<file path="src/rtl/exec_pkg.sv">
// Shared codes and enums for the multi-cycle execute stage.
package exec_pkg;

    localparam logic [2:0] OP_ADD  = 3'b000;
    localparam logic [2:0] OP_SUB  = 3'b001;
    localparam logic [2:0] OP_FUNC = 3'b010;
    localparam logic [2:0] OP_AND  = 3'b011;
    localparam logic [2:0] OP_OR   = 3'b100;
    localparam logic [2:0] OP_SLT  = 3'b101;

    localparam logic [5:0] FN_SLL   = 6'h00;
    localparam logic [5:0] FN_SRL   = 6'h02;
    localparam logic [5:0] FN_SRA   = 6'h03;
    localparam logic [5:0] FN_MFHI  = 6'h10;
    localparam logic [5:0] FN_MFLO  = 6'h12;
    localparam logic [5:0] FN_MULTU = 6'h19;
    localparam logic [5:0] FN_DIVU  = 6'h1B;
    localparam logic [5:0] FN_ADD   = 6'h20;
    localparam logic [5:0] FN_ADDU  = 6'h21;
    localparam logic [5:0] FN_SUB   = 6'h22;
    localparam logic [5:0] FN_SUBU  = 6'h23;
    localparam logic [5:0] FN_AND   = 6'h24;
    localparam logic [5:0] FN_OR    = 6'h25;
    localparam logic [5:0] FN_XOR   = 6'h26;
    localparam logic [5:0] FN_NOR   = 6'h27;
    localparam logic [5:0] FN_SLT   = 6'h2A;
    localparam logic [5:0] FN_SLTU  = 6'h2B;

    typedef enum logic [3:0] {
        ALU_ADD, ALU_SUB, ALU_AND, ALU_OR, ALU_XOR, ALU_NOR, ALU_SLT, ALU_SLTU,
        ALU_SLL, ALU_SRL, ALU_SRA, ALU_MULTU, ALU_DIVU, ALU_MFHI, ALU_MFLO, ALU_ZERO
    } alu_ctrl_e;

    typedef enum logic [1:0] {ST_IDLE, ST_MUL, ST_DIV, ST_HOLD} state_e;

endpackage

</file>
<file path="src/rtl/execute_unit_mc_if.sv">
// Handshake and operand/result bundle between decode, execute and memory stages.
interface execute_unit_mc_if #(parameter int unsigned DATA_W = 32);

    logic              In_Valid;
    logic              In_Ready;
    logic [DATA_W-1:0] ALU_Read_DataOne;
    logic [DATA_W-1:0] ALU_Read_DataTwo;
    logic [DATA_W-1:0] Immediate;
    logic [5:0]        Function;
    logic [2:0]        ALU_Operation;
    logic              ALU_Source;
    logic              Out_Valid;
    logic              Out_Ready;
    logic [DATA_W-1:0] ALU_Result;
    logic              Zero;
    logic              Busy;

    modport master (
        output In_Valid, ALU_Read_DataOne, ALU_Read_DataTwo, Immediate, Function,
               ALU_Operation, ALU_Source, Out_Ready,
        input  In_Ready, Out_Valid, ALU_Result, Zero, Busy
    );

    modport slave (
        input  In_Valid, ALU_Read_DataOne, ALU_Read_DataTwo, Immediate, Function,
               ALU_Operation, ALU_Source, Out_Ready,
        output In_Ready, Out_Valid, ALU_Result, Zero, Busy
    );

endinterface

</file>
<file path="src/rtl/muldiv_iter.sv">
// Iterative unsigned multiply (shift-add) / divide (restoring), one bit per cycle.
module muldiv_iter #(
    parameter int unsigned DATA_W = 32
) (
    input  logic              clk,
    input  logic              rst_n,
    input  logic              start,
    input  logic              op_div,
    input  logic [DATA_W-1:0] a,
    input  logic [DATA_W-1:0] b,
    output logic              done_c,
    output logic [DATA_W-1:0] lo_fin_c,
    output logic [DATA_W-1:0] hi,
    output logic [DATA_W-1:0] lo
);

    localparam int unsigned CNT_W = $clog2(DATA_W) + 1;

    logic [CNT_W-1:0]  cnt_q;
    logic              div_q;
    logic [DATA_W-1:0] acc_q, low_q, opb_q;
    logic [DATA_W:0]   sum_c, rsh_c;
    logic [DATA_W-1:0] diff_c, acc_n, low_n;
    logic              ge_c;

    // acc/low hold product-high/multiplier for multu and remainder/dividend-quotient for divu
    always_comb begin
        sum_c  = {1'b0, acc_q} + (low_q[0] ? {1'b0, opb_q} : '0);
        rsh_c  = {acc_q, low_q[DATA_W-1]};
        ge_c   = rsh_c >= {1'b0, opb_q};
        diff_c = rsh_c[DATA_W-1:0] - opb_q;
        if (div_q) begin
            acc_n = ge_c ? diff_c : rsh_c[DATA_W-1:0];
            low_n = {low_q[DATA_W-2:0], ge_c};
        end else begin
            acc_n = sum_c[DATA_W:1];
            low_n = {sum_c[0], low_q[DATA_W-1:1]};
        end
    end

    assign done_c   = (cnt_q == CNT_W'(1));
    assign lo_fin_c = low_n;

    always_ff @(posedge clk) begin
        if (!rst_n) begin
            cnt_q <= '0;
            div_q <= 1'b0;
            acc_q <= '0;
            low_q <= '0;
            opb_q <= '0;
            hi    <= '0;
            lo    <= '0;
        end else if (start) begin
            cnt_q <= CNT_W'(DATA_W);
            div_q <= op_div;
            acc_q <= '0;
            low_q <= a;
            opb_q <= b;
        end else if (cnt_q != '0) begin
            cnt_q <= cnt_q - CNT_W'(1);
            acc_q <= acc_n;
            low_q <= low_n;
            if (done_c) begin
                hi <= acc_n;
                lo <= low_n;
            end
        end
    end

endmodule

</file>
<file path="src/rtl/execute_unit_mc.sv">
// Multi-cycle execute stage with valid/ready handshakes.
// Define EXEC_MULDIV_EN to build the iterative multu/divu unit and HI/LO registers.
module execute_unit_mc
    import exec_pkg::*;
#(
    parameter int unsigned DATA_W = 32
) (
    input logic             clockPulse,
    input logic             resetN,
    execute_unit_mc_if.slave bus
);

    localparam int unsigned SHAMT_W = $clog2(DATA_W);

    state_e            state_q, state_d;
    alu_ctrl_e         ctrl_c;
    logic [DATA_W-1:0] b_c, alu_c, result_q, result_d;
    logic [SHAMT_W-1:0] shamt_c;
    logic              zero_q, zero_d, valid_q, valid_d, busy_q, busy_d;
    logic              in_ready_c, accept_c, md_start_c;

`ifdef EXEC_MULDIV_EN
    logic              md_done_c;
    logic [DATA_W-1:0] md_lo_fin_c, hi_w, lo_w;

    muldiv_iter #(.DATA_W(DATA_W)) u_muldiv (
        .clk      (clockPulse),
        .rst_n    (resetN),
        .start    (md_start_c),
        .op_div   (ctrl_c == ALU_DIVU),
        .a        (bus.ALU_Read_DataOne),
        .b        (b_c),
        .done_c   (md_done_c),
        .lo_fin_c (md_lo_fin_c),
        .hi       (hi_w),
        .lo       (lo_w)
    );
`endif

    assign b_c     = bus.ALU_Source ? bus.Immediate : bus.ALU_Read_DataTwo;
    assign shamt_c = bus.Immediate[6+SHAMT_W-1:6];

    // ALU control decode
    always_comb begin
        ctrl_c = ALU_ZERO;
        case (bus.ALU_Operation)
            OP_ADD: ctrl_c = ALU_ADD;
            OP_SUB: ctrl_c = ALU_SUB;
            OP_AND: ctrl_c = ALU_AND;
            OP_OR:  ctrl_c = ALU_OR;
            OP_SLT: ctrl_c = ALU_SLT;
            OP_FUNC: begin
                case (bus.Function)
                    FN_ADD, FN_ADDU: ctrl_c = ALU_ADD;
                    FN_SUB, FN_SUBU: ctrl_c = ALU_SUB;
                    FN_AND:  ctrl_c = ALU_AND;
                    FN_OR:   ctrl_c = ALU_OR;
                    FN_XOR:  ctrl_c = ALU_XOR;
                    FN_NOR:  ctrl_c = ALU_NOR;
                    FN_SLT:  ctrl_c = ALU_SLT;
                    FN_SLTU: ctrl_c = ALU_SLTU;
                    FN_SLL:  ctrl_c = ALU_SLL;
                    FN_SRL:  ctrl_c = ALU_SRL;
                    FN_SRA:  ctrl_c = ALU_SRA;
`ifdef EXEC_MULDIV_EN
                    FN_MULTU: ctrl_c = ALU_MULTU;
                    FN_DIVU:  ctrl_c = ALU_DIVU;
                    FN_MFHI:  ctrl_c = ALU_MFHI;
                    FN_MFLO:  ctrl_c = ALU_MFLO;
`endif
                    default: ctrl_c = ALU_ZERO;
                endcase
            end
            default: ctrl_c = ALU_ZERO;
        endcase
    end

    // Single-cycle ALU
    always_comb begin
        alu_c = '0;
        case (ctrl_c)
            ALU_ADD:  alu_c = bus.ALU_Read_DataOne + b_c;
            ALU_SUB:  alu_c = bus.ALU_Read_DataOne - b_c;
            ALU_AND:  alu_c = bus.ALU_Read_DataOne & b_c;
            ALU_OR:   alu_c = bus.ALU_Read_DataOne | b_c;
            ALU_XOR:  alu_c = bus.ALU_Read_DataOne ^ b_c;
            ALU_NOR:  alu_c = ~(bus.ALU_Read_DataOne | b_c);
            ALU_SLT:  alu_c = DATA_W'($signed(bus.ALU_Read_DataOne) < $signed(b_c));
            ALU_SLTU: alu_c = DATA_W'(bus.ALU_Read_DataOne < b_c);
            ALU_SLL:  alu_c = b_c << shamt_c;
            ALU_SRL:  alu_c = b_c >> shamt_c;
            ALU_SRA:  alu_c = $unsigned($signed(b_c) >>> shamt_c);
`ifdef EXEC_MULDIV_EN
            ALU_MFHI: alu_c = hi_w;
            ALU_MFLO: alu_c = lo_w;
`endif
            default:  alu_c = '0;
        endcase
    end

    assign in_ready_c = (state_q == ST_IDLE) && (!valid_q || bus.Out_Ready);
    assign accept_c   = bus.In_Valid && in_ready_c;

    // Next-state and registered-output logic
    always_comb begin
        state_d    = state_q;
        result_d   = result_q;
        zero_d     = zero_q;
        valid_d    = valid_q;
        busy_d     = 1'b0;
        md_start_c = 1'b0;
        case (state_q)
            ST_IDLE: begin
                if (valid_q && bus.Out_Ready) valid_d = 1'b0;
                if (valid_q && !bus.Out_Ready) state_d = ST_HOLD;
                if (accept_c) begin
                    if (ctrl_c == ALU_MULTU || ctrl_c == ALU_DIVU) begin
                        md_start_c = 1'b1;
                        busy_d     = 1'b1;
                        state_d    = (ctrl_c == ALU_DIVU) ? ST_DIV : ST_MUL;
                    end else begin
                        result_d = alu_c;
                        zero_d   = (alu_c == '0);
                        valid_d  = 1'b1;
                    end
                end
            end
`ifdef EXEC_MULDIV_EN
            ST_MUL, ST_DIV: begin
                busy_d = 1'b1;
                if (md_done_c) begin
                    result_d = md_lo_fin_c;
                    zero_d   = (md_lo_fin_c == '0);
                    valid_d  = 1'b1;
                    busy_d   = 1'b0;
                    state_d  = ST_IDLE;
                end
            end
`endif
            ST_HOLD: begin
                if (bus.Out_Ready) begin
                    valid_d = 1'b0;
                    state_d = ST_IDLE;
                end
            end
            default: state_d = ST_IDLE;
        endcase
    end

    always_ff @(posedge clockPulse) begin
        if (!resetN) begin
            state_q  <= ST_IDLE;
            result_q <= '0;
            zero_q   <= 1'b1;
            valid_q  <= 1'b0;
            busy_q   <= 1'b0;
        end else begin
            state_q  <= state_d;
            result_q <= result_d;
            zero_q   <= zero_d;
            valid_q  <= valid_d;
            busy_q   <= busy_d;
        end
    end

    assign bus.In_Ready   = in_ready_c;
    assign bus.Out_Valid  = valid_q;
    assign bus.ALU_Result = result_q;
    assign bus.Zero       = zero_q;
    assign bus.Busy       = busy_q;

endmodule

</file>
<file path="src/flat_wrapper.sv">
// flat-port wrapper written by rule: the top's interface ports become plain ports
module execute_unit_mc_flat import exec_pkg::*;
#(
    parameter int unsigned DATA_W = 32
)
  (clockPulse, resetN, bus_In_Valid, bus_ALU_Read_DataOne, bus_ALU_Read_DataTwo, bus_Immediate, bus_Function, bus_ALU_Operation, bus_ALU_Source, bus_Out_Ready, bus_In_Ready, bus_Out_Valid, bus_ALU_Result, bus_Zero, bus_Busy);
  execute_unit_mc_if #(.DATA_W(DATA_W)) bus_i ();
  input logic clockPulse;
  input logic resetN;
  input wire logic [$bits(bus_i.In_Valid)-1:0] bus_In_Valid;
  input wire logic [$bits(bus_i.ALU_Read_DataOne)-1:0] bus_ALU_Read_DataOne;
  input wire logic [$bits(bus_i.ALU_Read_DataTwo)-1:0] bus_ALU_Read_DataTwo;
  input wire logic [$bits(bus_i.Immediate)-1:0] bus_Immediate;
  input wire logic [$bits(bus_i.Function)-1:0] bus_Function;
  input wire logic [$bits(bus_i.ALU_Operation)-1:0] bus_ALU_Operation;
  input wire logic [$bits(bus_i.ALU_Source)-1:0] bus_ALU_Source;
  input wire logic [$bits(bus_i.Out_Ready)-1:0] bus_Out_Ready;
  output wire logic [$bits(bus_i.In_Ready)-1:0] bus_In_Ready;
  output wire logic [$bits(bus_i.Out_Valid)-1:0] bus_Out_Valid;
  output wire logic [$bits(bus_i.ALU_Result)-1:0] bus_ALU_Result;
  output wire logic [$bits(bus_i.Zero)-1:0] bus_Zero;
  output wire logic [$bits(bus_i.Busy)-1:0] bus_Busy;
  assign bus_i.In_Valid = bus_In_Valid;
  assign bus_i.ALU_Read_DataOne = bus_ALU_Read_DataOne;
  assign bus_i.ALU_Read_DataTwo = bus_ALU_Read_DataTwo;
  assign bus_i.Immediate = bus_Immediate;
  assign bus_i.Function = bus_Function;
  assign bus_i.ALU_Operation = bus_ALU_Operation;
  assign bus_i.ALU_Source = bus_ALU_Source;
  assign bus_i.Out_Ready = bus_Out_Ready;
  assign bus_In_Ready = bus_i.In_Ready;
  assign bus_Out_Valid = bus_i.Out_Valid;
  assign bus_ALU_Result = bus_i.ALU_Result;
  assign bus_Zero = bus_i.Zero;
  assign bus_Busy = bus_i.Busy;
  execute_unit_mc #(.DATA_W(DATA_W)) u_core (.clockPulse(clockPulse), .resetN(resetN), .bus(bus_i));
endmodule
</file>
<file path="config.mk">
export PLATFORM = sky130hd
export DESIGN_NAME = execute_unit_mc_flat
export DESIGN_NICKNAME = d
export VERILOG_FILES = /design/src/rtl/exec_pkg.sv /design/src/rtl/execute_unit_mc_if.sv /design/src/rtl/muldiv_iter.sv /design/src/rtl/execute_unit_mc.sv /design/src/flat_wrapper.sv
export SDC_FILE = /design/constraint.sdc
export NUM_CORES = 1
export LEC_CHECK = 0
export CORE_AREA = 2 2 220 222
export DETAILED_ROUTE_END_ITERATION = 10
export DIE_AREA = 0 0 222 224
export SETUP_SLACK_MARGIN = 0.1
export SYNTH_ARGS = -nofsm -noshare
export SYNTH_HDL_FRONTEND = slang
export SYNTH_SLANG_ARGS = --single-unit
</file>
<file path="constraint.sdc">
create_clock -name clockPulse -period 14.8 [get_ports clockPulse]
set_input_delay 1.48 -clock clockPulse [delete_from_list [all_inputs] [get_ports clockPulse]]
set_output_delay 1.48 -clock clockPulse [all_outputs]
set_load 0.03 [all_outputs]
</file>
Word level (Yosys, flattened, before mapping):

Memories as Yosys holds them, arrays and structs flattened.
Cells that the tools add are included.
Widths: inputs -> output; s select.

* register bits after elaboration: 37
* bits in read-only memories: 256
* input port bits: 110
* memories kept: 1

Memory list
* (no name shown): depth 64, width 4, read ports 1, clocked after Yosys merged registers in 0, wr ports 0, RTL line execute_unit_mc.sv:53 `case (bus.Function)`

* $add $sub $neg: 2
* magnitude comparators: 2
* eq/ne operators: 19
* shifts and indexed selects: 3
* multiplexer cells: 15
* bitwise operators: 5
* reduce and logical (&&, ||, !) cells: 16

Operator list (count)
* $pmux 32 s11: 1
* $lt 32x32->1: 2
* $add 32x32->32: 1
* $and 32x32->32: 1
* $logic_not 32->1: 1
* $mux 32: 1
* $not 32->32: 1
* $or 32x32->32: 1
* $shl 32x5->32: 1
* $shr 32x5->32: 1
* $sshr 32x5->32: 1
* $sub 32x32->32: 1
* $xor 32x32->32: 1
* $pmux 4 s6: 1
* $eq 4x4->1 const B: 5
* $eq 4x3->1 const B: 4
* $mux 2: 5
* $eq 4x2->1 const B: 2
* $eq 3x2->1 const B: 2
* $eq 3x3->1 const B: 2
* $reduce_and 3->1: 2
* $mux 1: 5
* $eq 4x1->1 const B: 1
* $logic_and 1x1->1: 4
* 13 further kinds: 15

Depth between registers and ports, before layout:

* depth in word-level cells: 7
* depth in mapped cells: 22
* mapped depth without buffers: 17

Worst setup path before layout:

No wires, ideal clock.

* path type: input-to-reg
* from: in bus_ALU_Source
* to: reg u_core.zero_q (netlist: u_core.bus.Zero)
* data arrival time: 7.056 ns
* path slack: 7.651 ns
* cell stages on the path: 22
* path buffers: 8
* cells stage by stage: buf_2 > buf_2 > buf_2 > buf_2 > buf_2 > buf_2 > buf_1 > mux2i_1 > ha_1 > clkbuf_1 > nand2_1 > nor2_1 > o2111ai_1 > a2111oi_1 > o21ai_0 > o31ai_1 > xnor2_1 > o21ai_0 > or4b_1 > or4_1 > or4_1 > o311ai_2

* longest elaborated chain between the ends: 5
* elaborated cells between the ends (all ways): 14

Ends and longest elaborated chain
* start, declared: RTL line flat_wrapper.sv:16 `input wire logic [$bits(bus_i.ALU_Source)-1:0] bus_ALU_Source;`
* $mux 32 (*): RTL line execute_unit_mc.sv:40 `assign b_c = bus.ALU_Source ? bus.Immediate : bus.ALU_Read_DataTwo;`
* branches (longest 2 deep; another with $sub 32x32->32)
* $pmux 32 s11 (*): RTL line execute_unit_mc.sv:81 `case (ctrl_c)`
* $logic_not 32->1 (*): RTL line execute_unit_mc.sv:123 `zero_d = (alu_c == '0);`
* end signal, assigned: RTL line execute_unit_mc.sv:160 `zero_q <= zero_d;`
* end, declared: RTL line execute_unit_mc.sv:19 `logic zero_q, zero_d, valid_q, valid_d, busy_q, busy_d;`

Mark *: on every way between the ends.
A chain may end at the register's enable or synchronous reset.

Worst setup path in the final report:

Ends and elaborated chain as after synthesis.

==> results list <==
- For flop-to-flop paths, the worst setup slack is 11210 ps.
- CTS placed an instance of sky130_fd_sc_hd__clkbuf_16 at the clock tree root.
* Leading cell type in the layout, fill and taps excluded: sky130_fd_sc_hd__nand2_1
- Cell area power density: 59.2 nW/um^2
- Setup violations remaining at the end of the flow were counted as 0.
- Overall overflow remaining after global route: 0
- Aggregate global-route resource usage: 0.276
- Iteration-0 DRC Markers: 2328
* Post-route clock skew: 4.13 ps
* Max-cap check violation count: 0
- Relative to the synthesized area, the layout overhead comes to 12.3%.
- Dividing the detail-routed via count by the number of cells gives 6.61.
- In this run the worst setup path terminates at u_core.bus.Zero.
- At the end of routability-driven placement, the weighted congestion stood at 1.03.
- In this run the deepest clock path goes through 2 buffers.
- Post-Synthesis Net Count: 2209
* Number of enable flip-flop cells after synthesis: 0
- The number of global-route vias before repair was 16131.
- Of the synthesized area, sequential elements account for 0.0525.
* Endpoints failing hold: 0
- In the final timing run, aggregate negative setup slack is 0 ps.
- Worst Setup Slack post-DPL: 7160 ps
- Number of clock sinks: 37
* CP Launch Type: input port
- Slew at the pin with the worst max-slew slack: 1410 ps
- Setup slack on the critical path of the routed design comes to 7300 ps.
- Crit path time final: 7500 ps
- Post-CTS resize count: 0
* Number of antenna violations at the first check in global routing: 0
- The analysis attributes to cell leakage a power of 0.00606 uW.
- Total wire length after detailed routing: 72300 um
- Total of buffers placed on input and output ports: 145
- Share of the clock period used by the worst path after layout: 0.507
- The region available for standard cell placement spans 47300 um^2.
* Cell area after synthesis: 14100 um^2
- Area of the multi-input gates: 12100 um^2
- Die footprint: 49700 um^2
- Synthesized netlist cell count: 1997
- CTS tree: built
* Std cell rows: 80
- Synth area leaders: sky130_fd_sc_hd__ha_1, sky130_fd_sc_hd__mux2i_1, sky130_fd_sc_hd__mux4_2
- The run finished with clean final reports.
- Yosys reg bits: 37
- Signal arrival time at the worst endpoint: 7690 ps
* Half-perimeter wire length of the detailed placement result: 56700 um
- In this run the vertical extent of the chip is 224 um.
* Sequential Area: 741 um^2
- Setup repair after global routing left no endpoint under its margin.
* Worst slew margin relative to its limit: 0.0572
- Total number of vias: 17349
- Die W: 222 um
- Fraction of layout cells with a size suffix above 1: 0.0881
- Max-slew violation count: 0
* Boundary pin count: 146
- Initial core utilization: 0.298
- Most used cells in the layout excluding fill and tap cells: sky130_fd_sc_hd__nand2_1, sky130_fd_sc_hd__nor2_1, sky130_fd_sc_hd__a21oi_1, sky130_fd_sc_hd__clkdlybuf4s50_1, sky130_fd_sc_hd__o21ai_0
* Setup Buffers After CTS: 0
- The first TritonRoute pass finished after 6 iterations.
- The first global-routing pass estimated 106000 um of wire.
* Wire per inst: 27.6 um
* CP Data Required Time: 14990 ps
* XOR/XNOR Fraction of Synth Area: 0.0180
- Clk pin slew, worst setup/hold paths: 50 ps
* Synth Area in Simple Gates: 0.212
- Top fanout value on the critical path: 58
* Antenna-violating nets left: 0
* Post-cts hold buffer count: 0
- The biggest area contributor in the post-synthesis netlist is sky130_fd_sc_hd__ha_1.
* Mux contribution to synthesized area: 0.192
- The final layout contains 2220 nets.
* Peak clock frequency supported by timing: 0.133 GHz
- CTS built an H-tree with a depth of 2.
- Reg-to-reg critical path startpoint: u_core.bus.Out_Valid
* Dominant combinational cell family by area after synthesis: compound AO/OA/AOI/OAI gates
- The path class of the tightest hold or removal check is reg2reg.
- Max rail drop VDD: 60.5 uV
- The clock reaches the later pin of the worst-skew pair after 280 ps.
- Counting cells, the worst reg-to-reg path comes to 9.
* Pin count of the biggest net entering global routing: 75
- Pwr Total: 939 uW
- Source of the critical timing path: bus_ALU_Source
- In this run the critical register-to-register path is captured at u_core.bus.Zero.
* Fraction of synthesized cell area taken by the top area cell type: 0.0887
- Of the total synthesized cell area, the portion taken by full adders, half adders and majority gates is 0.0915.
* Crit path capture type: register
- Dominant synthesized flop cell: sky130_fd_sc_hd__dfxtp_1
- DRC Markers: 0
- The critical path in this run is classified as in2reg.
* TritonCTS Buffers: 5
- The area fraction in compound gates after synthesis is 0.345.
- For this run, the number of Yosys warnings is 0.
- Final-layout fill cell count: 5171
* Post-synth cell types: 102
- Averaged over all synthesized cells, the footprint is 7.06 um^2.
- In the synthesized netlist the async set-or-reset flop fraction comes to 0.
## cell type report
class,count,area share
well taps,615,0.0486
flip-flops and latches,37,0.0467
repair buffers,176,0.105
inverters,113,0.0268
clock buffers,8,0.00861
multi-input cells,1675,0.764
diodes,1,0.000158
## Yosys cell counts (37+ instances only)
cell type,number
sky130_fd_sc_hd__nand2_1,184
sky130_fd_sc_hd__o21ai_0,132
sky130_fd_sc_hd__a211oi_1,38
sky130_fd_sc_hd__nor2_1,167
sky130_fd_sc_hd__buf_2,50
sky130_fd_sc_hd__dfxtp_1,37
sky130_fd_sc_hd__inv_1,108
sky130_fd_sc_hd__nand3_1,48
sky130_fd_sc_hd__mux2_2,44
sky130_fd_sc_hd__mux4_2,44
sky130_fd_sc_hd__nor3_1,54
sky130_fd_sc_hd__mux2i_1,119
sky130_fd_sc_hd__a21oi_1,163
sky130_fd_sc_hd__ha_1,100
sky130_fd_sc_hd__clkbuf_1,87
## per-layer routing
| layer | routed length, um | part of all wire | global-route usage | vias to the layer above |
|---|---|---|---|---|
| met5 | 0 | 0 | 0 | - |
| met4 | 3740 | 0.052 | 0.121 | 0 |
| met2 | 30900 | 0.43 | 0.433 | 1228 |
| met3 | 6920 | 0.096 | 0.0333 | 219 |
| met1 | 30700 | 0.42 | 0.381 | 8331 |
| li1 | - | - | - | 7571 |
## critical path, stage by stage
cell	delay, ps
sky130_fd_sc_hd__buf_4	350
sky130_fd_sc_hd__buf_4	640
sky130_fd_sc_hd__and2_0	520
sky130_fd_sc_hd__a21oi_1	240
sky130_fd_sc_hd__ha_1	540
sky130_fd_sc_hd__nand2_1	150
sky130_fd_sc_hd__nor2_1	200
sky130_fd_sc_hd__o2111ai_1	200
sky130_fd_sc_hd__a2111oi_1	1070
sky130_fd_sc_hd__o21ai_0	170
sky130_fd_sc_hd__o31ai_1	130
sky130_fd_sc_hd__xnor2_1	150
sky130_fd_sc_hd__o21ai_0	120
sky130_fd_sc_hd__or4b_1	510
sky130_fd_sc_hd__or4_1	440
sky130_fd_sc_hd__or4_1	530
sky130_fd_sc_hd__o311ai_2	250
## kinds of logic after synthesis
logic type                 after synthesis
and+or+nand+nor                        628
muxes                                  209
AOI/OAI and AO/OA                      707
buffers and inverters                  285
adders and majority gates              102
DFF                                     37
xor gates and xnor gates                29
## power breakdown
part / total (uW) / internal, uW / switching (uW)
Combinational: 722 / 256 / 466
Clock: 98.8 / 62.5 / 36.3
Sequential: 118 / 111 / 6.62
Total: 939 / 429 / 509
## how the worst min path moves through the flow
stage	start	endpoint	slack (ps)	cells past startpoint
after global routing	u_core.bus.ALU_Result[31]	u_core.bus.ALU_Result[31]	490	1
after floorplan	u_core.state_q[1]	u_core.state_q[0]	520	2
after CTS	u_core.bus.ALU_Result[29]	u_core.bus.ALU_Result[29]	460	2
final	u_core.bus.ALU_Result[29]	u_core.bus.ALU_Result[29]	460	2
after detailed placement	u_core.bus.ALU_Result[29]	u_core.bus.ALU_Result[29]	450	2
after global placement	u_core.bus.ALU_Result[12]	u_core.bus.ALU_Result[12]	450	2
## per-stage QoR
stage / hold WS (ps) / util / cells / instance area, um^2
final: 459 / 0.335 / 2625 / 15800
after global routing: 494 / 0.335 / 2624 / 15800
after CTS: 463 / 0.335 / 2624 / 15800
after detailed placement: 452 / 0.332 / 2616 / 15700
after global placement: 447 / 0.332 / 2616 / 15700
after floorplan: 518 / - / 1997 / 14100
## registers in the layout, indices dropped and copies added (netlist names)
register / cells
u_core.bus.ALU_Result: 32
u_core.state_q: 2
u_core.bus.Busy: 1
u_core.bus.Zero: 1
u_core.bus.Out_Valid: 1
Note: power is estimated with default switching activity, not from simulation.
